$ cat config.mk
export PLATFORM = sky130hd
export DESIGN_NAME = uart_frame_receiver
export DESIGN_NICKNAME = d
export VERILOG_FILES = /design/src/rtl/uart_frame_receiver_pkg.sv /design/src/rtl/uart_rx.sv /design/src/rtl/uart_frame_receiver.sv
export SDC_FILE = /design/constraint.sdc
export NUM_CORES = 1
export LEC_CHECK = 0
export CORE_ASPECT_RATIO = 1.2
export CORE_MARGIN = 2
export CORE_UTILIZATION = 57
export CTS_CLUSTER_DIAMETER = 80
export DETAILED_ROUTE_END_ITERATION = 10
export GPL_ROUTABILITY_DRIVEN = 0
export PLACE_DENSITY = 0.8
export SYNTH_ARGS = -nofsm -noshare
export SYNTH_HDL_FRONTEND = slang
export SYNTH_SLANG_ARGS = --single-unit
$ cat constraint.sdc
create_clock -name i_clk -period 2.8 [get_ports i_clk]
set_input_delay 0.42 -clock i_clk [delete_from_list [all_inputs] [get_ports i_clk]]
set_output_delay 0.42 -clock i_clk [all_outputs]
set_load 0.02 [all_outputs]
$ cat src/rtl/uart_frame_receiver_pkg.sv
// Shared FSM states, error codes and defaults for the framed UART receiver.
package uart_frame_receiver_pkg;

  typedef enum logic [1:0] {
    ST_HUNT    = 2'd0,
    ST_PAYLOAD = 2'd1,
    ST_CHECK   = 2'd2,
    ST_COMMIT  = 2'd3
  } state_t;

  typedef enum logic [1:0] {
    RX_IDLE  = 2'd0,
    RX_START = 2'd1,
    RX_DATA  = 2'd2,
    RX_STOP  = 2'd3
  } rx_state_t;

  localparam logic [1:0] ERR_NONE     = 2'd0;
  localparam logic [1:0] ERR_CHECKSUM = 2'd1;
  localparam logic [1:0] ERR_TIMEOUT  = 2'd2;

  localparam logic [7:0] DEFAULT_SYNC_BYTE = 8'hA5;

  function automatic logic [7:0] sum8(input logic [7:0] a, input logic [7:0] b);
    return a + b;
  endfunction

endpackage

$ cat src/rtl/uart_rx.sv
// 8N1 byte receiver, LSB first, CLKS_PER_BIT clocks per bit, no reset port.
// o_Rx_DV pulses one cycle at mid stop bit; bytes with a low stop bit are dropped.
module uart_rx
  import uart_frame_receiver_pkg::*;
#(
  parameter int CLKS_PER_BIT = 868
) (
  input  logic       i_Clock,
  input  logic       i_Rx_Serial,
  output logic       o_Rx_DV,
  output logic [7:0] o_Rx_Byte
);

  localparam int CNT_W = $clog2(CLKS_PER_BIT + 1);
  localparam logic [CNT_W-1:0] HALF_BIT = CNT_W'((CLKS_PER_BIT - 1) / 2);
  localparam logic [CNT_W-1:0] FULL_BIT = CNT_W'(CLKS_PER_BIT - 1);

  logic             r_sync1;
  logic             r_sync2;
  rx_state_t        r_state;
  logic [CNT_W-1:0] r_cnt;
  logic [2:0]       r_bit;
  logic [7:0]       r_byte;
  logic             r_dv;

  always_ff @(posedge i_Clock) begin
    r_sync1 <= i_Rx_Serial;
    r_sync2 <= r_sync1;
    r_dv    <= 1'b0;
    case (r_state)
      RX_IDLE: begin
        r_cnt <= '0;
        r_bit <= '0;
        if (!r_sync2) r_state <= RX_START;
      end
      // Re-check at mid start bit so a glitch does not launch a byte.
      RX_START: begin
        if (r_cnt == HALF_BIT) begin
          r_cnt   <= '0;
          r_state <= r_sync2 ? RX_IDLE : RX_DATA;
        end else begin
          r_cnt <= r_cnt + 1'b1;
        end
      end
      RX_DATA: begin
        if (r_cnt == FULL_BIT) begin
          r_cnt         <= '0;
          r_byte[r_bit] <= r_sync2;
          if (r_bit == 3'd7) r_state <= RX_STOP;
          else               r_bit   <= r_bit + 1'b1;
        end else begin
          r_cnt <= r_cnt + 1'b1;
        end
      end
      RX_STOP: begin
        if (r_cnt == FULL_BIT) begin
          r_dv    <= r_sync2;
          r_state <= RX_IDLE;
        end else begin
          r_cnt <= r_cnt + 1'b1;
        end
      end
      default: r_state <= RX_IDLE;
    endcase
  end

  assign o_Rx_DV   = r_dv;
  assign o_Rx_Byte = r_byte;

endmodule

$ cat src/rtl/uart_frame_receiver.sv
// Assembles SYNC-delimited, optionally checksummed UART frames into one flat word bus.
// Only complete, verified frames reach o_data; discards pulse o_frame_err with a held cause.
module uart_frame_receiver
  import uart_frame_receiver_pkg::*;
#(
  parameter int         CLKS_PER_BIT = 868,
  parameter int         WORD_BYTES   = 2,
  parameter int         NUM_WORDS    = 4,
  parameter logic [7:0] SYNC_BYTE    = DEFAULT_SYNC_BYTE,
  parameter int         USE_CHECKSUM = 1,
  parameter int         TIMEOUT_CLKS = 20 * CLKS_PER_BIT
) (
  input  logic                              i_clk,
  input  logic                              i_rst_n,
  input  logic                              i_serial_in,
  output logic [NUM_WORDS*WORD_BYTES*8-1:0] o_data,
  output logic                              o_data_valid,
  output logic                              o_frame_err,
  output logic [1:0]                        o_err_code,
  output logic [7:0]                        o_frame_count
);

  localparam int P     = NUM_WORDS * WORD_BYTES;
  localparam int DW    = P * 8;
  localparam int IDX_W = (P > 1) ? $clog2(P) : 1;
  localparam int TO_W  = $clog2(TIMEOUT_CLKS + 1);
  localparam logic [IDX_W-1:0] LAST_IDX = IDX_W'(P - 1);
  localparam logic [TO_W-1:0]  TO_LIMIT = TO_W'(TIMEOUT_CLKS);

  logic            w_rx_dv;
  logic [7:0]      w_rx_byte;
  logic [DW-1:0]   w_shadow_next;
  logic            w_is_sync;
  logic            w_timeout;

  state_t          r_state;
  logic [IDX_W-1:0] r_byte_idx;
  logic [7:0]      r_sum;
  logic [TO_W-1:0] r_idle;
  logic [DW-1:0]   r_shadow;
  logic [DW-1:0]   r_data;
  logic            r_data_valid;
  logic            r_frame_err;
  logic [1:0]      r_err_code;
  logic [7:0]      r_frame_count;

  uart_rx #(
    .CLKS_PER_BIT (CLKS_PER_BIT)
  ) u_uart_rx (
    .i_Clock     (i_clk),
    .i_Rx_Serial (i_serial_in),
    .o_Rx_DV     (w_rx_dv),
    .o_Rx_Byte   (w_rx_byte)
  );

  // Byte 0 lands in the most significant byte lane.
  always_comb begin
    w_shadow_next = r_shadow;
    for (int i = 0; i < P; i++) begin
      if (r_byte_idx == IDX_W'(i)) w_shadow_next[(P-1-i)*8 +: 8] = w_rx_byte;
    end
  end

  assign w_is_sync = w_rx_dv && (w_rx_byte == SYNC_BYTE);
  assign w_timeout = (r_idle == TO_LIMIT);

  always_ff @(posedge i_clk) begin
    if (!i_rst_n) begin
      r_state       <= ST_HUNT;
      r_byte_idx    <= '0;
      r_sum         <= '0;
      r_idle        <= '0;
      r_shadow      <= '0;
      r_data        <= '0;
      r_data_valid  <= 1'b0;
      r_frame_err   <= 1'b0;
      r_err_code    <= ERR_NONE;
      r_frame_count <= '0;
    end else begin
      r_data_valid <= 1'b0;
      r_frame_err  <= 1'b0;
      case (r_state)
        // A byte arriving on the expiry cycle still counts.
        ST_PAYLOAD: begin
          if (w_rx_dv) begin
            r_shadow   <= w_shadow_next;
            r_sum      <= sum8(r_sum, w_rx_byte);
            r_idle     <= '0;
            r_byte_idx <= r_byte_idx + 1'b1;
            if (r_byte_idx == LAST_IDX) begin
              if (USE_CHECKSUM != 0) begin
                r_state <= ST_CHECK;
              end else begin
                r_data        <= w_shadow_next;
                r_data_valid  <= 1'b1;
                r_frame_count <= r_frame_count + 1'b1;
                r_state       <= ST_COMMIT;
              end
            end
          end else if (w_timeout) begin
            r_frame_err <= 1'b1;
            r_err_code  <= ERR_TIMEOUT;
            r_state     <= ST_HUNT;
          end else begin
            r_idle <= r_idle + 1'b1;
          end
        end
        ST_CHECK: begin
          if (w_rx_dv) begin
            r_idle <= '0;
            if (w_rx_byte == r_sum) begin
              r_data        <= r_shadow;
              r_data_valid  <= 1'b1;
              r_frame_count <= r_frame_count + 1'b1;
              r_state       <= ST_COMMIT;
            end else begin
              r_frame_err <= 1'b1;
              r_err_code  <= ERR_CHECKSUM;
              r_state     <= ST_HUNT;
            end
          end else if (w_timeout) begin
            r_frame_err <= 1'b1;
            r_err_code  <= ERR_TIMEOUT;
            r_state     <= ST_HUNT;
          end else begin
            r_idle <= r_idle + 1'b1;
          end
        end
        // HUNT and COMMIT: a stray byte during COMMIT is treated as hunting.
        default: begin
          r_state <= ST_HUNT;
          if (w_is_sync) begin
            r_state    <= ST_PAYLOAD;
            r_byte_idx <= '0;
            r_sum      <= '0;
            r_idle     <= '0;
          end
        end
      endcase
    end
  end

  assign o_data        = r_data;
  assign o_data_valid  = r_data_valid;
  assign o_frame_err   = r_frame_err;
  assign o_err_code    = r_err_code;
  assign o_frame_count = r_frame_count;

endmodule

==> flow_metrics.env, run 1 <==
export IMPL_syn_inst=933
export IMPL_seq_area_frac_synth=0.520
export IMPL_postSynthAreaPerCell_um2=8.48
export IMPL_ant_nets=0
export IMPL_wl_per_cell_um=14.5
export IMPL_netSwitchingPower_mw=1.11
export IMPL_grt_pass1_wl_mm=29.0
export IMPL_min_period_over_period=0.898
export IMPL_finalCriticalPeriod_ns=2.51
export IMPL_placed_cell_area_mm2=0.00886
export IMPL_post_cts_resized=0
export IMPL_cts_setup_buffers=0
export IMPL_area_growth_pct=19.8
export IMPL_worstMarginPinSlew_ns=0.684
export IMPL_io_pins=79
export IMPL_fin_ws_ns=0.286
export IMPL_r2r_end="o_data[38]"
export IMPL_dp_hpwl_mm=11.1
export IMPL_cp_required_ns=3.17
export IMPL_start_util=0.578
export IMPL_path_class="reg -> reg"
export IMPL_yosys_warnings=0
export IMPL_critPathCaptureType="flip-flop"
export IMPL_vias=6523
export IMPL_overflow=0
export IMPL_drtPass1Iterations=8
export IMPL_crit_buf_inv=1
export IMPL_finalSetupViolCount=0
export IMPL_slew_headroom=0.544
export IMPL_fmax_mhz=398
export IMPL_fin_util=0.692
export IMPL_p_per_area_mw_per_mm2=569
export IMPL_rr_startpoint="u_uart_rx.o_Rx_Byte[4]"
export IMPL_r2r_cells=6
export IMPL_slowest_stage="nor4b_1"
export IMPL_syn_cell_area_mm2=0.00792
export IMPL_hp_class="reg -> reg"
export IMPL_grt_max_degree=101
export IMPL_track_usage=0.237
export IMPL_drv_slew=0
export IMPL_cp_start_kind="flip-flop"
export IMPL_outcome="completed"
export IMPL_syn_nets=959
export IMPL_seq_power_share=0.520
export IMPL_ir_worst_vdd_mv=0.459
export IMPL_fin_nets=1024
export IMPL_switching_share=0.206
export IMPL_synth_distinct_cells=60
export IMPL_slowest_delay_ns=0.53
export IMPL_rows=47
export IMPL_stdcell_count=1182
export IMPL_coreArea_mm2=0.0137
export IMPL_hold_buffers=0
export IMPL_clk_path_buf_depth=2
export IMPL_clk_latency_ns=0.43
export IMPL_place_inst=1150
export IMPL_path_cells="ha_1 > nor4b_1 > and4_2 > buf_4 > nand2_1 > a21oi_1"
export IMPL_numCtsBuffers=17
export IMPL_cts_tree="done"
export IMPL_worst_path_max_fanout=31
export IMPL_maxCapViolCount=0
export IMPL_dr_first_iter_drc_count=591
export IMPL_synth_async_reset_ratio=0
export IMPL_p_int_mw=4.29
export IMPL_finalWirelength_mm=17.2
export IMPL_clock_sinks=194
export IMPL_antenna_diode_count=0
export IMPL_ys_ff_latch=194
export IMPL_synth_edf_count=23
export IMPL_min_to="u_uart_rx.r_sync2"
export IMPL_io_buffers=78
export IMPL_die_height_um=133
export IMPL_drt_vias_per_instance=5.52
export IMPL_clk_pin_slew_worst_paths_ns=0.07
export IMPL_worstPathArrival_ns=2.88
export IMPL_dieArea_mm2=0.0148
export IMPL_final_cell_area_mm2=0.00948
export IMPL_hold_path_cell_count=0
export IMPL_drc=0
export IMPL_power_leakage_nw=3.32
export IMPL_fp_dieW_um=112
export IMPL_root_buffer="clkbuf_16"
export IMPL_dp_slack_ns=0.341
export IMPL_antenna_found_initial=0
export IMPL_grt_pass1_vias=6190
export IMPL_skew_ns=0.00875
export IMPL_fin_tns_setup_ns=0
export IMPL_clkPwrFrac=0.471
export IMPL_hold_viol=0
export IMPL_yosys_most_used_dff="dfxtp_1"
export IMPL_comb_power_share=0.009
export IMPL_drive_above_1_share=0.0593
export IMPL_rsz0062_at_grt="false"
export IMPL_min_from="u_uart_rx.r_sync1"
export IMPL_htreeDepth=4
export IMPL_cpLargestDelayFamily="simple AND/OR/NAND/NOR gates"
export IMPL_r2r_slack_ns=0.29
-- Yosys cell counts, types with 6 or more instances --
library cell  number  area [µm²]
dfxtp_1          171        3420
clkbuf_1          38         143
a21oi_1          140         701
o21ai_0           11        55.1
o211ai_1           6        45.0
edfxtp_1          23         691
nand3_1           22         110
inv_1             16        60.1
xnor2_1            7        61.3
or3_1              6        37.5
nand2_1          269        1010
xor2_1            19         166
nor3_1             9        45.0
nand4_1           13        81.3
nor2_1            67         251
ha_1              22         275
mux2i_1           10         100
buf_1              7        26.3
-- sequential cells by signal, summed over array words and instances (netlist names), 2 cells and up --
signal               flops
o_err_code               2
r_shadow                64
u_uart_rx.r_state        2
r_byte_idx               3
r_sum                    8
u_uart_rx.r_cnt         10
r_idle                  15
u_uart_rx.o_Rx_Byte      8
o_frame_count            8
o_data                  64
r_state                  2
u_uart_rx.r_bit          3
-- cells in the final DEF, fill, tap and decap left out, types with 18 or more instances in the layout --
| master | Yosys | final |
|---|---|---|
| dfxtp_1 | 171 | 171 |
| clkdlybuf4s50_1 | 0 | 78 |
| a21oi_1 | 140 | 140 |
| nand2_1 | 269 | 269 |
| buf_4 | 1 | 18 |
| edfxtp_1 | 23 | 23 |
| nor2_1 | 67 | 67 |
| xor2_1 | 19 | 19 |
| ha_1 | 22 | 22 |
| nand3_1 | 22 | 22 |
-- power by group through the flow --
stage	Clock [mW]	Sequential [mW]	Combinational (mW)
after floorplan	0	2.87	0.0340
after global placement	0	2.87	0.0472
after detailed placement	0	2.87	0.0470
after CTS	2.58	2.81	0.0468
after global routing	2.70	2.81	0.0512
final	2.54	2.81	0.0471
-- worst max path at each step --
stage                  endpoint  slack, ns              startpoint  cells past startpoint
5_1_grt              o_data[55]       0.08  u_uart_rx.o_Rx_Byte[4]                      6
4_1_cts              o_data[38]       0.32  u_uart_rx.o_Rx_Byte[4]                      6
6_report             o_data[38]       0.29  u_uart_rx.o_Rx_Byte[4]                      6
3_3_place_gp   o_frame_count[4]       0.45  u_uart_rx.o_Rx_Byte[3]                      7
3_5_place_dp         o_data[38]       0.34  u_uart_rx.o_Rx_Byte[4]                      6
2_1_floorplan  o_frame_count[6]       0.67  u_uart_rx.o_Rx_Byte[4]                      7
-- area by class of cell --
cell class	instances	area [µm²]
fill	1111	4220
sequential	194	4110
multi-input combinational	671	3530
timing repair buffer	97	936
clock buffer	19	453
tap	171	214
clock inverter	13	170
inverter	17	66.3
-- metrics by stage --
stage / power [mW] / hold WS (ns)
floorplan: 2.91 / 0.310
global placement: 2.92 / 0.311
detailed placement: 2.92 / 0.318
CTS: 5.44 / 0.333
global route: 5.55 / 0.339
finish: 5.40 / 0.326
-- worst reg2reg max path, cell delays in order, from the launching register on --
cell and delay [ns]:
edfxtp_1 0.39, ha_1 0.38, nor4b_1 0.53, and4_2 0.51
buf_4 0.37, nand2_1 0.13, a21oi_1 0.13
-- per-layer routing --
| layer | GRT usage | up-vias | share of wire |
|---|---|---|---|
| met5 | 0 | - | 0 |
| met4 | 0.0782 | 0 | 0.014 |
| met1 | 0.295 | 3086 | 0.43 |
| met3 | 0.0490 | 25 | 0.039 |
| li1 | - | 3272 | - |
| met2 | 0.411 | 140 | 0.52 |
-- cell families after synthesis --
logic type / count (synthesis) / share of synthesized area
buf+inv: 68 / 0.0343
compound gates: 188 / 0.135
mux: 10 / 0.0126
fa+ha+maj: 23 / 0.0373
xor+xnor: 26 / 0.0288
simple gates: 424 / 0.232
flops: 194 / 0.520
No activity file was read; power rests on OpenSTA's default activity.
==> run 2: changes to the inputs <==
SLEW_MARGIN = 20   (was default)
==> results of run 2 <==
Final layout, timing and power as in run 1 (identical DEF).
==> run 3: changes to the inputs <==
ABC_AREA = 0   (was default)
==> results of run 3 <==
Final layout, timing and power as in run 1 (identical DEF).
